$ cat config.mk
export PLATFORM = sky130hd
export DESIGN_NAME = cipher_round_key_seq_flat
export DESIGN_NICKNAME = d
export VERILOG_FILES = /design/src/rtl/cipher_round_key_seq_if.sv /design/src/rtl/cipher_round_key_seq.sv /design/src/flat_wrapper.sv
export SDC_FILE = /design/constraint.sdc
export NUM_CORES = 1
export LEC_CHECK = 0
export BUFFER_PORTS_ARGS = -buffer_cell sky130_fd_sc_hd__clkbuf_2
export CORE_MARGIN = 1.5
export CORE_UTILIZATION = 30
export CTS_BUF_LIST = sky130_fd_sc_hd__clkbuf_8 sky130_fd_sc_hd__clkbuf_16
export CTS_CLUSTER_SIZE = 24
export DETAILED_ROUTE_END_ITERATION = 10
export GPL_ROUTABILITY_DRIVEN = 0
export GPL_TIMING_DRIVEN = 0
export PLACE_DENSITY = 0.54
export SKIP_CTS_REPAIR_TIMING = 1
export SLEW_MARGIN = 20
export SYNTH_ARGS = -nofsm -noshare
export SYNTH_HDL_FRONTEND = slang
export SYNTH_SLANG_ARGS = --single-unit
$ cat constraint.sdc
create_clock -name CLK -period 21.8 [get_ports CLK]
set_input_delay 4.36 -clock CLK [delete_from_list [all_inputs] [get_ports CLK]]
set_output_delay 4.36 -clock CLK [all_outputs]
set_load 0.02 [all_outputs]
$ cat src/rtl/cipher_round_key_seq_if.sv
// Round-key load handshake, run control and parallel round-key/select outputs.
// Master drives the load and run controls; slave is the key sequencer.
interface cipher_round_key_seq_if;
    logic        CLEAR;
    logic        KEY_VALID;
    logic [31:0] KEY_WORD;
    logic        KEY_READY;
    logic        LOADED;
    logic        START;
    logic        ROUND_ADV;
    logic        BUSY;
    logic        DONE;
    logic [3:0]  S15;
    logic [31:0] RK [0:14];

    modport master (
        output CLEAR, KEY_VALID, KEY_WORD, START, ROUND_ADV,
        input  KEY_READY, LOADED, BUSY, DONE, S15, RK
    );

    modport slave (
        input  CLEAR, KEY_VALID, KEY_WORD, START, ROUND_ADV,
        output KEY_READY, LOADED, BUSY, DONE, S15, RK
    );
endinterface

$ cat src/rtl/cipher_round_key_seq.sv
// Stores NR+1 round-key words and steps the 15:1 selector index, one round per ROUND_ADV.
// Every output is registered or state-decoded; KEY_READY is low once the load completes.
module cipher_round_key_seq #(
    parameter int NR = 14
) (
    input  logic                  CLK,
    input  logic                  RST,
    cipher_round_key_seq_if.slave bus
);

    if (NR != 10 && NR != 12 && NR != 14) begin : g_bad_nr
        $error("cipher_round_key_seq: NR must be 10, 12 or 14, got %0d", NR);
    end

    localparam logic [3:0] LAST = 4'(NR);

    typedef enum logic [1:0] {
        ST_IDLE,
        ST_LOADED,
        ST_RUN
    } state_t;

    state_t     state_q, state_d;
    logic [3:0] wp_q, wp_d;
    logic [3:0] s15_q, s15_d;
    logic       done_q, done_d;
    logic       key_wr;

    always_ff @(posedge CLK or posedge RST) begin
        if (RST) begin
            state_q <= ST_IDLE;
            wp_q    <= '0;
            s15_q   <= '0;
            done_q  <= 1'b0;
        end else begin
            state_q <= state_d;
            wp_q    <= wp_d;
            s15_q   <= s15_d;
            done_q  <= done_d;
        end
    end

    // CLEAR overrides everything and never produces DONE; RK contents are kept.
    always_comb begin
        state_d = state_q;
        wp_d    = wp_q;
        s15_d   = s15_q;
        done_d  = 1'b0;
        key_wr  = 1'b0;
        if (bus.CLEAR) begin
            state_d = ST_IDLE;
            wp_d    = '0;
            s15_d   = '0;
        end else begin
            case (state_q)
                ST_IDLE: begin
                    if (bus.KEY_VALID) begin
                        key_wr = 1'b1;
                        if (wp_q == LAST) begin
                            state_d = ST_LOADED;
                            wp_d    = '0;
                        end else begin
                            wp_d = wp_q + 4'd1;
                        end
                    end
                end
                ST_LOADED: begin
                    s15_d = '0;
                    if (bus.START) begin
                        state_d = ST_RUN;
                    end
                end
                ST_RUN: begin
                    if (bus.ROUND_ADV) begin
                        if (s15_q == LAST) begin
                            done_d  = 1'b1;
                            s15_d   = '0;
                            state_d = ST_LOADED;
                        end else begin
                            s15_d = s15_q + 4'd1;
                        end
                    end
                end
                default: begin
                    state_d = ST_IDLE;
                    wp_d    = '0;
                    s15_d   = '0;
                end
            endcase
        end
    end

    assign bus.KEY_READY = (state_q == ST_IDLE);
    assign bus.LOADED    = (state_q != ST_IDLE);
    assign bus.BUSY      = (state_q == ST_RUN);
    assign bus.DONE      = done_q;
    assign bus.S15       = s15_q;

    // Slots above NR have no storage at all and read as zero forever.
    for (genvar i = 0; i < 15; i++) begin : g_rk
        if (i <= NR) begin : g_used
            logic [31:0] rk_q;
            always_ff @(posedge CLK or posedge RST) begin
                if (RST) begin
                    rk_q <= '0;
                end else if (key_wr && (wp_q == 4'(i))) begin
                    rk_q <= bus.KEY_WORD;
                end
            end
            assign bus.RK[i] = rk_q;
        end else begin : g_unused
            assign bus.RK[i] = '0;
        end
    end

    a_s15_range : assert property (@(posedge CLK) disable iff (RST) s15_q <= LAST);
    a_wp_range  : assert property (@(posedge CLK) disable iff (RST) wp_q <= LAST);
    a_done_once : assert property (@(posedge CLK) disable iff (RST) done_q |=> !done_q);

endmodule

$ cat src/flat_wrapper.sv
// flat-port wrapper written by rule: the top's interface ports become plain ports
module cipher_round_key_seq_flat 
#(
    parameter int NR = 14
)
  (CLK, RST, bus_CLEAR, bus_KEY_VALID, bus_KEY_WORD, bus_START, bus_ROUND_ADV, bus_KEY_READY, bus_LOADED, bus_BUSY, bus_DONE, bus_S15, bus_RK);
  cipher_round_key_seq_if bus_i ();
  input  logic CLK;
  input  logic RST;
  input wire logic [$bits(bus_i.CLEAR)-1:0] bus_CLEAR;
  input wire logic [$bits(bus_i.KEY_VALID)-1:0] bus_KEY_VALID;
  input wire logic [$bits(bus_i.KEY_WORD)-1:0] bus_KEY_WORD;
  input wire logic [$bits(bus_i.START)-1:0] bus_START;
  input wire logic [$bits(bus_i.ROUND_ADV)-1:0] bus_ROUND_ADV;
  output wire logic [$bits(bus_i.KEY_READY)-1:0] bus_KEY_READY;
  output wire logic [$bits(bus_i.LOADED)-1:0] bus_LOADED;
  output wire logic [$bits(bus_i.BUSY)-1:0] bus_BUSY;
  output wire logic [$bits(bus_i.DONE)-1:0] bus_DONE;
  output wire logic [$bits(bus_i.S15)-1:0] bus_S15;
  output wire logic [$bits(bus_i.RK)-1:0] bus_RK;
  assign bus_i.CLEAR = bus_CLEAR;
  assign bus_i.KEY_VALID = bus_KEY_VALID;
  assign bus_i.KEY_WORD = bus_KEY_WORD;
  assign bus_i.START = bus_START;
  assign bus_i.ROUND_ADV = bus_ROUND_ADV;
  assign bus_KEY_READY = bus_i.KEY_READY;
  assign bus_LOADED = bus_i.LOADED;
  assign bus_BUSY = bus_i.BUSY;
  assign bus_DONE = bus_i.DONE;
  assign bus_S15 = bus_i.S15;
  assign bus_RK = {>>{bus_i.RK}};
  cipher_round_key_seq #(.NR(NR)) u_core (.CLK(CLK), .RST(RST), .bus(bus_i));
endmodule
# Word-level counts from Yosys, hierarchy flattened
# Cells that the tools add are included.
# totals
inputBits	38
mem_count	0
elab_cells	89
reg_bits	491
out_inout_bits	488
mem_bits_ro	0
latch_bits	0
mem_bits_rw	0
# classes
n_mux	22
order_cmp	0
shifts	0
addsub	2
n_bitwise	0
multipliers	0
eq_ne	24
div_mod_pow	0
n_reduce_logical	22
# ops
cell	n
$eq A4 B4 Y1 const B	8
$mux W4	6
$eq A4 B3 Y1 const B	4
$pmux W4 S2	2
$logic_and A1 B1 Y1	15
$mux W2	6
$ne A3 B3 Y1 const B	3
$add A4 B1 Y4 const B	2
$eq A4 B2 Y1 const B	2
$mux W1	7
$ne A3 B2 Y1 const B	2
$pmux W2 S3	1
$reduce_and A5 Y1	1
$eq A4 B1 Y1 const B	1
$logic_not A4 Y1	1
$reduce_and A2 Y1	2
$eq A2 B1 Y1 const B	1
$eq A2 B2 Y1 const B	1
$logic_not A2 Y1	1
$ne A2 B1 Y1 const B	1
$ne A2 B2 Y1 const B	1
$reduce_bool A2 Y1	1
$reduce_or A2 Y1	1

# Logic depth before layout (Yosys ltp)
# logic_depth
word_depth	5
mapped_depth	8
mapped_depth_nobuf	6

# Worst setup path before layout
# No wires, ideal clock.
# synth_timing
kind	input-to-reg
startpoint	input bus_CLEAR
endpoint	register u_core.g_rk[2].g_used.rk_q[0]
required_time_ns	21.675
arrival_time_ns	5.758
setup_time_ns	0.125
path_slack_ns	15.917
n_path_buf	2
path_stages	6
cell_sequence	nand2b_1 > or3_4 > or3_1 > buf_2 > buf_6 > mux2_4
# synth_via
elab_chain_cells	2
# synth_lines
item	line_no	text
start: declaration	flat_wrapper.sv:10	input wire logic [$bits(bus_i.CLEAR)-1:0] bus_CLEAR;
$mux W1	cipher_round_key_seq.sv:50	if (bus.CLEAR) begin
$logic_and A1 B1 Y1	cipher_round_key_seq.sv:106	end else if (key_wr && (wp_q == 4'(i))) begin
end signal: assignment	cipher_round_key_seq.sv:107	rk_q <= bus.KEY_WORD;
end: declaration	cipher_round_key_seq.sv:102	logic [31:0] rk_q;
# No other way between the ends.
# A chain may end at the register's enable or synchronous reset.

# Worst setup path in the final report
# layout_timing
startpoint	input bus_CLEAR
endpoint	register u_core.g_rk[12].g_used.rk_q[11]
# layout_via
elab_chain_cells	2
# layout_lines
item	line_no
$mux W1	cipher_round_key_seq.sv:50
$logic_and A1 B1 Y1	cipher_round_key_seq.sv:106
end signal: assignment	cipher_round_key_seq.sv:107
end: declaration	cipher_round_key_seq.sv:102
# No other way between the ends.

==> results.toml <==
[synthesis]
yosysSeqAreaShare_pct = 65.7
synthArstFlopShare_pct = 100
yosys_warnings = 0
syn-cell-area_sq_mm = 0.0187
ys_ff_latch = 491
syn_area_per_cell_sq_um = 16.4
syn-num-nets = 1184
syn_inst = 1140
synth_edf_count = 0
synth_top_cell_by_area = "dfrtp_1"
synth_cell_types = 34
ys.flop_type = "dfrtp_1"
yosys-top-cells-area = "dfrtp_1, mux2_2, mux2_4, clkbuf_1, buf_1"
yosysTopAreaCellShare_pct = 65.7

[global_routing]
grt_pass1_wl_um = 84400
grt_max_degree = 104
grt_pass1_vias = 12200
gr-total-overflow = 0
antenna_found_initial = 3
grt_use_total_pct = 17.9

[setup_path]
required_ps = 22260
crit_type = "input port to flip-flop"
crit_arrival_ps = 6640
path_buf_inv = 2
cp_cell_sequence = "clkbuf_2, nor4_1, nand3_1, clkbuf_1, mux2_2"
slowest_stage = "nand3_1"
crit_fanout = 10
reg2reg_setup_slack_ps = 18680
crit_family = "simple AND/OR/NAND/NOR gates"
critPathMaxStageDelay_ps = 670
start_kind = "input port"
worstSetupEndpointType = "flip-flop"

[timing]
rsz0062_at_grt = "no"
fin_skew_ps = 15.3
hold_viol = 0
hold_ws_ps = 484
setup_viol = 0
tightest_slew_ps = 917
slew_violations = 0
period_share_pct = 28.4
maxSlewHeadroom_pct = 38.9
max_freq_mhz = 162
min_period_ps = 6180

[floorplanning]
core_area_sq_mm = 0.0616
io_pins = 526
die_h_um = 253
rows = 91
die-area_sq_mm = 0.0638
start_util_pct = 30.3
die_w_um = 253

[drt]
vias_per_cell = 4.53
drcViolationCount = 0
post_drt_wl_per_cell_um = 22.3
first_pass_iters = 4
drt_wl_total_um = 58000
vias = 11800
antenna_left = 0
dr.first_iter.drc_count = 569

[cts]
cts_root_buffer = "clkbuf_16"
cts_tree = "built"
htree_levels = 2
clk_pin_slew_ps = 60
cts_buffer_depth = 3
numClockSinks = 491
cts_buffers = 54
insertion_delay_ps = 590

[place]
dp_hpwl_um = 42000
numPortBuffers = 525

[outcome]
status = "completed"

[finish]
nFillCells = 5941
seqCellArea_sq_mm = 0.0123
nets = 1770
layout.cells.most_common = "clkbuf_2"
multi_input_area_sq_mm = 0.00604
area_growth_pct = 30.2
layout_common_cells = "clkbuf_2, dfrtp_1, mux2_2"
drive_above_1_share_pct = 63.3

[pwr]
power_mw = 2.73
vdd_drop_max_mv = 0.0615
power_density_mw_per_mm2 = 112
p_leak_nw = 13.2

[worst_hold_path]
hold_path_class = "flip-flop to flip-flop"

[job]
drv_cap = 0
[registers in the layout (all words and copies together) (netlist names)]
register / cells
u_core.state_q: 2
u_core.g_rk.g_used.rk_q: 480
u_core.wp_q: 4
u_core.bus.DONE: 1
u_core.bus.S15: 4
[worst paths after layout]
kind,from,end,cells after the start
setup / recovery,bus_CLEAR,u_core.g_rk[12].g_used.rk_q[11],5
hold / removal,u_core.g_rk[11].g_used.rk_q[21],u_core.g_rk[11].g_used.rk_q[21],1
setup reg to reg,u_core.state_q[1],u_core.g_rk[12].g_used.rk_q[11],7
hold reg to reg,u_core.g_rk[11].g_used.rk_q[21],u_core.g_rk[11].g_used.rk_q[21],1
max in group asynchronous,RST,u_core.g_rk[13].g_used.rk_q[15],5
min in group asynchronous,RST,u_core.g_rk[3].g_used.rk_q[30],2
[synth_stat cells, types with 2 or more instances]
cell and instances:
inv_1 6, nor3_1 4, o21ai_0 7, nor2_1 8, or3_1 2, dfrtp_1 491, and4b_1 2, a21oi_1 2
buf_6 3, o2bb2ai_1 3, buf_2 16, ha_1 6, mux2_2 448, buf_1 22, nand2b_1 13, and3_1 2
mux2_1 2, nand3_1 5, clkbuf_1 40, nand2_1 14, mux2_4 30, nor2b_1 2
[kinds of logic after synthesis]
family / count (synthesis) / synth area share [%]
fa+ha+maj: 6 / 0.402
simple gates: 57 / 1.65
buf+inv: 87 / 1.98
mux: 481 / 29.6
flops: 491 / 65.7
compound gates: 18 / 0.650
[layout make-up]
| class | count | share of cell area (%) |
|---|---|---|
| multi-input combinational | 562 | 24.8 |
| timing repair buffer | 530 | 11.4 |
| antenna | 1 | 0.0103 |
| tap | 837 | 4.31 |
| clock buffer | 68 | 6.49 |
| buffer | 81 | 1.42 |
| clock inverter | 31 | 0.952 |
| inverter | 6 | 0.123 |
| sequential | 491 | 50.5 |
[worst reg2reg max path, cell delays in order, from the launching register on]
cell	delay, ps
dfrtp_1	390
inv_1	120
ha_1	310
nand2_1	110
nor4_1	500
nand3_1	670
clkbuf_1	500
mux2_2	380
[power by group]
| part | switching, mW | leakage (nW) | internal (mW) | total, mW |
|---|---|---|---|---|
| Clock | 0.376 | 0.944 | 0.544 | 0.920 |
| Combinational | 0.405 | 5.62 | 0.259 | 0.664 |
| Sequential | 0.0843 | 6.68 | 1.07 | 1.15 |
| Total | 0.865 | 13.2 | 1.87 | 2.73 |
[per-layer routing]
layer  part of all wire (%)  global-route usage [%]  up-vias  wire length (um)
met1                     42                    22.8     6194             24300
met5                  0.031                       0        -                18
li1                       -                       -     5168                 -
met2                     48                    29.1      360             27800
met4                    2.4                    4.86        4              1420
met3                    7.8                    5.82       88              4510
[stage by stage]
step,instances,area (sq um),utilization (%),setup TNS [ps],setup WS [ps]
after floorplan,1140,18700,-,0,3740
after global placement,2502,22400,36.3,-675500,-1450
after detailed placement,2507,22500,36.5,0,15020
after CTS,2606,24300,39.5,0,15580
after global routing,2606,24300,39.5,0,15510
final,2607,24300,39.5,0,15620
Note: power is estimated with default switching activity, not from simulation.
